--- config.mk ---
export PLATFORM = sky130hd
export DESIGN_NAME = coin_acceptor
export DESIGN_NICKNAME = d
export VERILOG_FILES = /design/src/rtl/coin_acceptor.sv
export SDC_FILE = /design/constraint.sdc
export NUM_CORES = 1
export LEC_CHECK = 0
export ABC_AREA = 1
export ABC_CLOCK_PERIOD_IN_PS = 1630
export CORE_ASPECT_RATIO = 1.2
export CORE_MARGIN = 8
export CORE_UTILIZATION = 62
export DETAILED_ROUTE_END_ITERATION = 10
export PLACE_DENSITY_LB_ADDON = 0.2
export SETUP_SLACK_MARGIN = 0.15
export SYNTH_ARGS = -nofsm -noshare
export SYNTH_HDL_FRONTEND = slang
export SYNTH_SLANG_ARGS = --single-unit
export TNS_END_PERCENT = 10
--- constraint.sdc ---
create_clock -name sys_clk -period 1.63 [get_ports sys_clk]
set_input_delay 0.163 -clock sys_clk [delete_from_list [all_inputs] [get_ports sys_clk]]
set_output_delay 0.163 -clock sys_clk [all_outputs]
set_load 0.005 [all_outputs]
--- src/rtl/coin_acceptor.sv ---
// Two-channel coin sensor front end: synchronize, debounce, and arbitrate into
// non-overlapping one-cycle money pulses. Optional running total under COIN_TOTAL_EN.
module coin_debounce #(
    parameter logic [19:0] CNT_MAX = 20'd999_999
) (
    input  logic sys_clk,
    input  logic sys_rst_n,
    input  logic key,
    output logic press
);
    logic [1:0]  sync_ff;
    logic [19:0] cnt;
    logic        key_s;

    assign key_s = sync_ff[1];

    // Synchronizer resets to released (high) so a key held through reset counts from 0.
    always_ff @(posedge sys_clk or negedge sys_rst_n) begin
        if (!sys_rst_n) begin
            sync_ff <= 2'b11;
            cnt     <= '0;
            press   <= 1'b0;
        end else begin
            sync_ff <= {sync_ff[0], key};
            press   <= !key_s && (cnt == CNT_MAX - 20'd1);
            if (key_s)
                cnt <= '0;
            else if (cnt != CNT_MAX)
                cnt <= cnt + 20'd1;
        end
    end
endmodule

module coin_acceptor #(
    parameter logic [19:0] CNT_MAX = 20'd999_999
) (
    input  logic       sys_clk,
    input  logic       sys_rst_n,
    input  logic       key_one,
    input  logic       key_half,
`ifdef COIN_TOTAL_EN
    output logic [7:0] po_coin_total,
`endif
    output logic       po_money_one,
    output logic       po_money_half
);
    localparam logic [1:0] IDLE      = 2'b01;
    localparam logic [1:0] HALF_PEND = 2'b10;

    logic [1:0] keys;
    logic [1:0] evt;
    logic [1:0] state, state_nx;
    logic       one_pend, pend_nx;
    logic       one_nx, half_nx, one_req;

    assign keys = {key_half, key_one};

    for (genvar ch = 0; ch < 2; ch++) begin : g_ch
        coin_debounce #(.CNT_MAX(CNT_MAX)) u_deb (
            .sys_clk   (sys_clk),
            .sys_rst_n (sys_rst_n),
            .key       (keys[ch]),
            .press     (evt[ch])
        );
    end

    assign one_req = evt[0] | one_pend;

    always_comb begin
        state_nx = state;
        pend_nx  = one_pend;
        one_nx   = 1'b0;
        half_nx  = 1'b0;
        case (state)
            IDLE: begin
                pend_nx = 1'b0;
                if (one_req) begin
                    one_nx = 1'b1;
                    if (evt[1]) state_nx = HALF_PEND;
                end else if (evt[1]) begin
                    half_nx = 1'b1;
                end
            end
            HALF_PEND: begin
                // Half goes out now; a colliding one is deferred, a colliding half is lost.
                half_nx  = 1'b1;
                pend_nx  = evt[0];
                state_nx = IDLE;
            end
            default: begin
                state_nx = IDLE;
                pend_nx  = 1'b0;
            end
        endcase
    end

    always_ff @(posedge sys_clk or negedge sys_rst_n) begin
        if (!sys_rst_n) begin
            state         <= IDLE;
            one_pend      <= 1'b0;
            po_money_one  <= 1'b0;
            po_money_half <= 1'b0;
        end else begin
            state         <= state_nx;
            one_pend      <= pend_nx;
            po_money_one  <= one_nx;
            po_money_half <= half_nx;
        end
    end

`ifdef COIN_TOTAL_EN
    logic [8:0] sum;
    assign sum = {1'b0, po_coin_total} + {7'd0, one_nx, half_nx};

    always_ff @(posedge sys_clk or negedge sys_rst_n) begin
        if (!sys_rst_n)
            po_coin_total <= '0;
        else
            po_coin_total <= sum[8] ? 8'hff : sum[7:0];
    end
`endif
endmodule

==> metrics.txt <==
# TYPE chip_impl_metric gauge
chip_impl_metric{name="yosysSeqAreaShare",unit=""} 0.435
chip_impl_metric{name="minimum_clock_period_after_layout",unit="ps"} 1450
chip_impl_metric{name="synth_cell_type_count",unit=""} 33
chip_impl_metric{name="synth_cells",unit=""} 403
chip_impl_metric{name="timing.slew.headroom",unit=""} 0.702
chip_impl_metric{name="setup-tns-final",unit="ps"} 0
chip_impl_metric{name="timing.critical_path.fanout_max",unit=""} 6
chip_impl_metric{name="drt-wirelength-per-cell",unit="um"} 12.9
chip_impl_info{name="run_status",value="complete, no violations"} 1
chip_impl_metric{name="place_congestion",unit=""} 0.939
chip_impl_metric{name="timing.critical_path.buf_inv",unit=""} 1
chip_impl_metric{name="tightest_slew",unit="ps"} 444
chip_impl_metric{name="power.density",unit="mW/mm2"} 747
chip_impl_info{name="setup_repair_after_global_routing_missed_its_margin",value="true"} 1
chip_impl_metric{name="synth-warning-count",unit=""} 0
chip_impl_info{name="tritoncts",value="built"} 1
chip_impl_metric{name="first_pass_grt_wire_length",unit="um"} 10800
chip_impl_info{name="critical_path_class",value="reg -> reg"} 1
chip_impl_metric{name="synth.avg_cell_area",unit="um2"} 7.32
chip_impl_metric{name="placed_cells_incl_taps",unit=""} 467
chip_impl_metric{name="worst_path_largest_cell_delay",unit="ps"} 390
chip_impl_info{name="holdCritPathClass",value="in -> reg"} 1
chip_impl_metric{name="hpwl",unit="um"} 4570
chip_impl_metric{name="floorplan.initialDensity",unit=""} 0.642
chip_impl_metric{name="finalMaxSlewViolations",unit=""} 0
chip_impl_info{name="synth_area_leader_cell",value="sky130_fd_sc_hd__dfrtp_1"} 1
chip_impl_metric{name="remaining_drc_errors",unit=""} 0
chip_impl_metric{name="floorplan.io_pins",unit=""} 6
chip_impl_info{name="ys_top_cells_by_count",value="sky130_fd_sc_hd__nand2_1 (111), sky130_fd_sc_hd__nor2_1 (71), sky130_fd_sc_hd__dfrtp_1 (46), sky130_fd_sc_hd__inv_1 (46), sky130_fd_sc_hd__nand3_1 (27)"} 1
chip_impl_info{name="slowest_stage_cell_on_the_critical_path",value="sky130_fd_sc_hd__dfrtp_1"} 1
chip_impl_metric{name="buffer_ports.inserted",unit=""} 5
chip_impl_info{name="synth.area.top_cells",value="sky130_fd_sc_hd__dfrtp_1 (39%), sky130_fd_sc_hd__nand2_1 (14%), sky130_fd_sc_hd__nor2_1 (9.0%)"} 1
chip_impl_metric{name="route.antenna.remaining_nets",unit=""} 0
chip_impl_metric{name="post_layout_nonfiller_instances",unit=""} 483
chip_impl_metric{name="place_worst_setup_slack",unit="ps"} 165
chip_impl_metric{name="synth.net_count",unit=""} 413
chip_impl_metric{name="max-clock-path-buffers",unit=""} 2
chip_impl_metric{name="path_clk_slew",unit="ps"} 90
chip_impl_metric{name="grt_max_degree",unit=""} 28
chip_impl_metric{name="row_count",unit=""} 27
chip_impl_metric{name="maxClockFrequency",unit="MHz"} 690
chip_impl_info{name="cp_top_family",value="simple AND/OR/NAND/NOR gates"} 1
chip_impl_metric{name="mapped_cell_area",unit="mm2"} 0.00295
chip_impl_metric{name="design.die.area",unit="mm2"} 0.00723
chip_impl_metric{name="final_critical_path_setup_slack",unit="ps"} 180
chip_impl_metric{name="max-vdd-ir-drop",unit="V"} 0.000620
chip_impl_metric{name="vias_per_cell",unit=""} 5.35
chip_impl_metric{name="ffs_latches_synth",unit=""} 51
chip_impl_metric{name="ys_async_sr_fraction",unit=""} 1.00
chip_impl_metric{name="fill_cells",unit=""} 373
chip_impl_metric{name="ctsHtreeMaxLevel",unit=""} 2
chip_impl_metric{name="cap_viol_max_count",unit=""} 0
chip_impl_metric{name="nNetsFinal",unit=""} 434
chip_impl_metric{name="hold_violations",unit=""} 0
chip_impl_metric{name="routed-via-count",unit=""} 2584
chip_impl_metric{name="floorplan.core_area",unit="mm2"} 0.00459
chip_impl_metric{name="share_of_layout_cells_above_drive_strength_1",unit=""} 0.151
chip_impl_metric{name="arrival",unit="ps"} 1650
chip_impl_info{name="yosysMostFrequentCell",value="sky130_fd_sc_hd__nand2_1"} 1
chip_impl_info{name="critical_path.endpoint_type",value="register"} 1
chip_impl_metric{name="grt.total_usage",unit=""} 0.180
chip_impl_metric{name="post-route-cell-area",unit="mm2"} 0.00329
chip_impl_metric{name="setup-violations-final",unit=""} 0
chip_impl_metric{name="numClockSinks",unit=""} 51
chip_impl_metric{name="clk-insertion-delay-late",unit="ps"} 300
chip_impl_info{name="path_cells",value="ha_1, inv_1, nor2_4, nand3_2, nor2_4, nand3_2, nand2_1, nand2_1"} 1
chip_impl_info{name="yosys_most_used_dff",value="sky130_fd_sc_hd__dfrtp_1"} 1
chip_impl_metric{name="grt-ovfl-total",unit=""} 0
chip_impl_metric{name="initial_antenna_violation_count",unit=""} 0
chip_impl_metric{name="detailed_place.area",unit="mm2"} 0.00308
chip_impl_metric{name="detailedRoute.firstPassIterationCount",unit=""} 4
chip_impl_metric{name="flow.area_growth_from_synthesis",unit="%"} 11.3
chip_impl_metric{name="post_synth_edffs",unit=""} 0
chip_impl_metric{name="number_of_drc_markers_in_iteration_0",unit=""} 136
chip_impl_metric{name="die_w",unit="um"} 79.0
chip_impl_metric{name="required",unit="ps"} 1830
chip_impl_info{name="startpoint_type",value="register"} 1
chip_impl_metric{name="p_leak",unit="nW"} 1.61
chip_impl_metric{name="cts-buffers-inserted",unit=""} 5
chip_impl_metric{name="die-height",unit="um"} 91.6
chip_impl_info{name="cts-root-buf",value="sky130_fd_sc_hd__clkbuf_8"} 1
chip_impl_metric{name="timing.clock.skew",unit="ps"} 6.85
chip_impl_metric{name="routed_wirelength",unit="um"} 6240
chip_impl_metric{name="grt_pass1_vias",unit=""} 2446
chip_impl_metric{name="finalCritPeriodShare",unit=""} 0.889
chip_impl_metric{name="synthDominantCellAreaShare",unit=""} 0.390
chip_impl_metric{name="antenna_cells_inserted",unit=""} 0
-- layout make-up --
type,instances,area (um2),area share
Multi-Input combinational cell,297,1460,0.446
Sequential cell,51,1280,0.391
Inverter,53,203,0.0617
Timing Repair Buffer,16,130,0.0396
Clock buffer,6,72.6,0.0221
Tap cell,58,72.6,0.0221
Clock inverter,2,60.1,0.0183
-- where the power goes --
group	internal [mW]	leakage [nW]	total [mW]	switching, mW
Sequential	1.29	0.689	1.31	0.0205
Combinational	0.0466	0.859	0.119	0.0729
Clock	0.613	0.0654	1.03	0.414
Total	1.95	1.61	2.45	0.508
-- path summary, 6_finish.rpt --
kind | startpoint | end | slack (ps) | depth (start not counted)
max in group asynchronous | sys_rst_n | state[0]$_DFFE_PN1P_ | 940 | 3
min in group asynchronous | sys_rst_n | g_ch[0].u_deb.cnt[9]$_DFFE_PN0P_ | 380 | 3
worst min register to register | g_ch[1].u_deb.sync_ff[0]$_DFF_PN1_ | g_ch[1].u_deb.sync_ff[1]$_DFF_PN1_ | 360 | 0
worst min-delay path | key_one | g_ch[0].u_deb.sync_ff[0]$_DFF_PN1_ | 260 | 1
worst max register to register | g_ch[0].u_deb.cnt[0]$_DFFE_PN0P_ | g_ch[0].u_deb.cnt[1]$_DFFE_PN0P_ | 180 | 8
worst max-delay path | g_ch[0].u_deb.cnt[0]$_DFFE_PN0P_ | g_ch[0].u_deb.cnt[1]$_DFFE_PN0P_ | 180 | 8
-- metal layers --
layer  vias to the layer above  part of all wire  wire length (um)  GRT usage
li1                       1311                 -                 -          -
met4                         0            0.0088                55     0.0511
met5                         -                 0                 0          0
met1                      1227              0.46              2860      0.206
met3                         5             0.025               155     0.0316
met2                        41              0.51              3170      0.328
-- sequential cells by signal (all words and copies together), names as in the netlist --
name / count
g_ch.u_deb.cnt: 40
g_ch.u_deb.sync_ff: 4
g_ch.u_deb.press: 2
state: 2
one_pend: 1
po_money_half: 1
po_money_one: 1
-- metrics by stage --
step,hold slack [ps],power [mW],util
after global routing,255,2.53,0.715
final,259,2.45,0.715
after floorplan,-133,1.38,-
after global placement,174,1.42,0.671
after detailed placement,179,1.43,0.671
after CTS,254,2.45,0.702
-- logic make-up after synthesis --
| logic type | Yosys count | share of synthesized area |
|---|---|---|
| simple gates | 260 | 0.411 |
| buf+inv | 55 | 0.0704 |
| flops | 51 | 0.435 |
| compound gates | 30 | 0.0559 |
| fa+ha+maj | 6 | 0.0254 |
| xor+xnor | 1 | 0.00297 |
-- timing repair --
action / 4_1_cts / 5_1_grt
hold endpoints to repair: 46 / 0
setup endpoints to repair: 4 / 21
resized for setup: 0 / 4
hold buffers: 1 / 0
pin swaps: 1 / 3
setup buffers: 0 / 7
-- cells in the final DEF (no fill, tap or decap), drive strengths merged, types with 3 or more instances in the layout --
cell             n
nand2          117
nor2            82
inv             52
dfrtp           46
nand3           30
a21oi           13
nand4           11
buf             11
o21ai            9
nor3             8
or2              7
ha               6
clkbuf           6
dfstp            5
a31oi            4
clkdlybuf4s50    4
nand3b           3
Power figures use the tool's default switching activity.
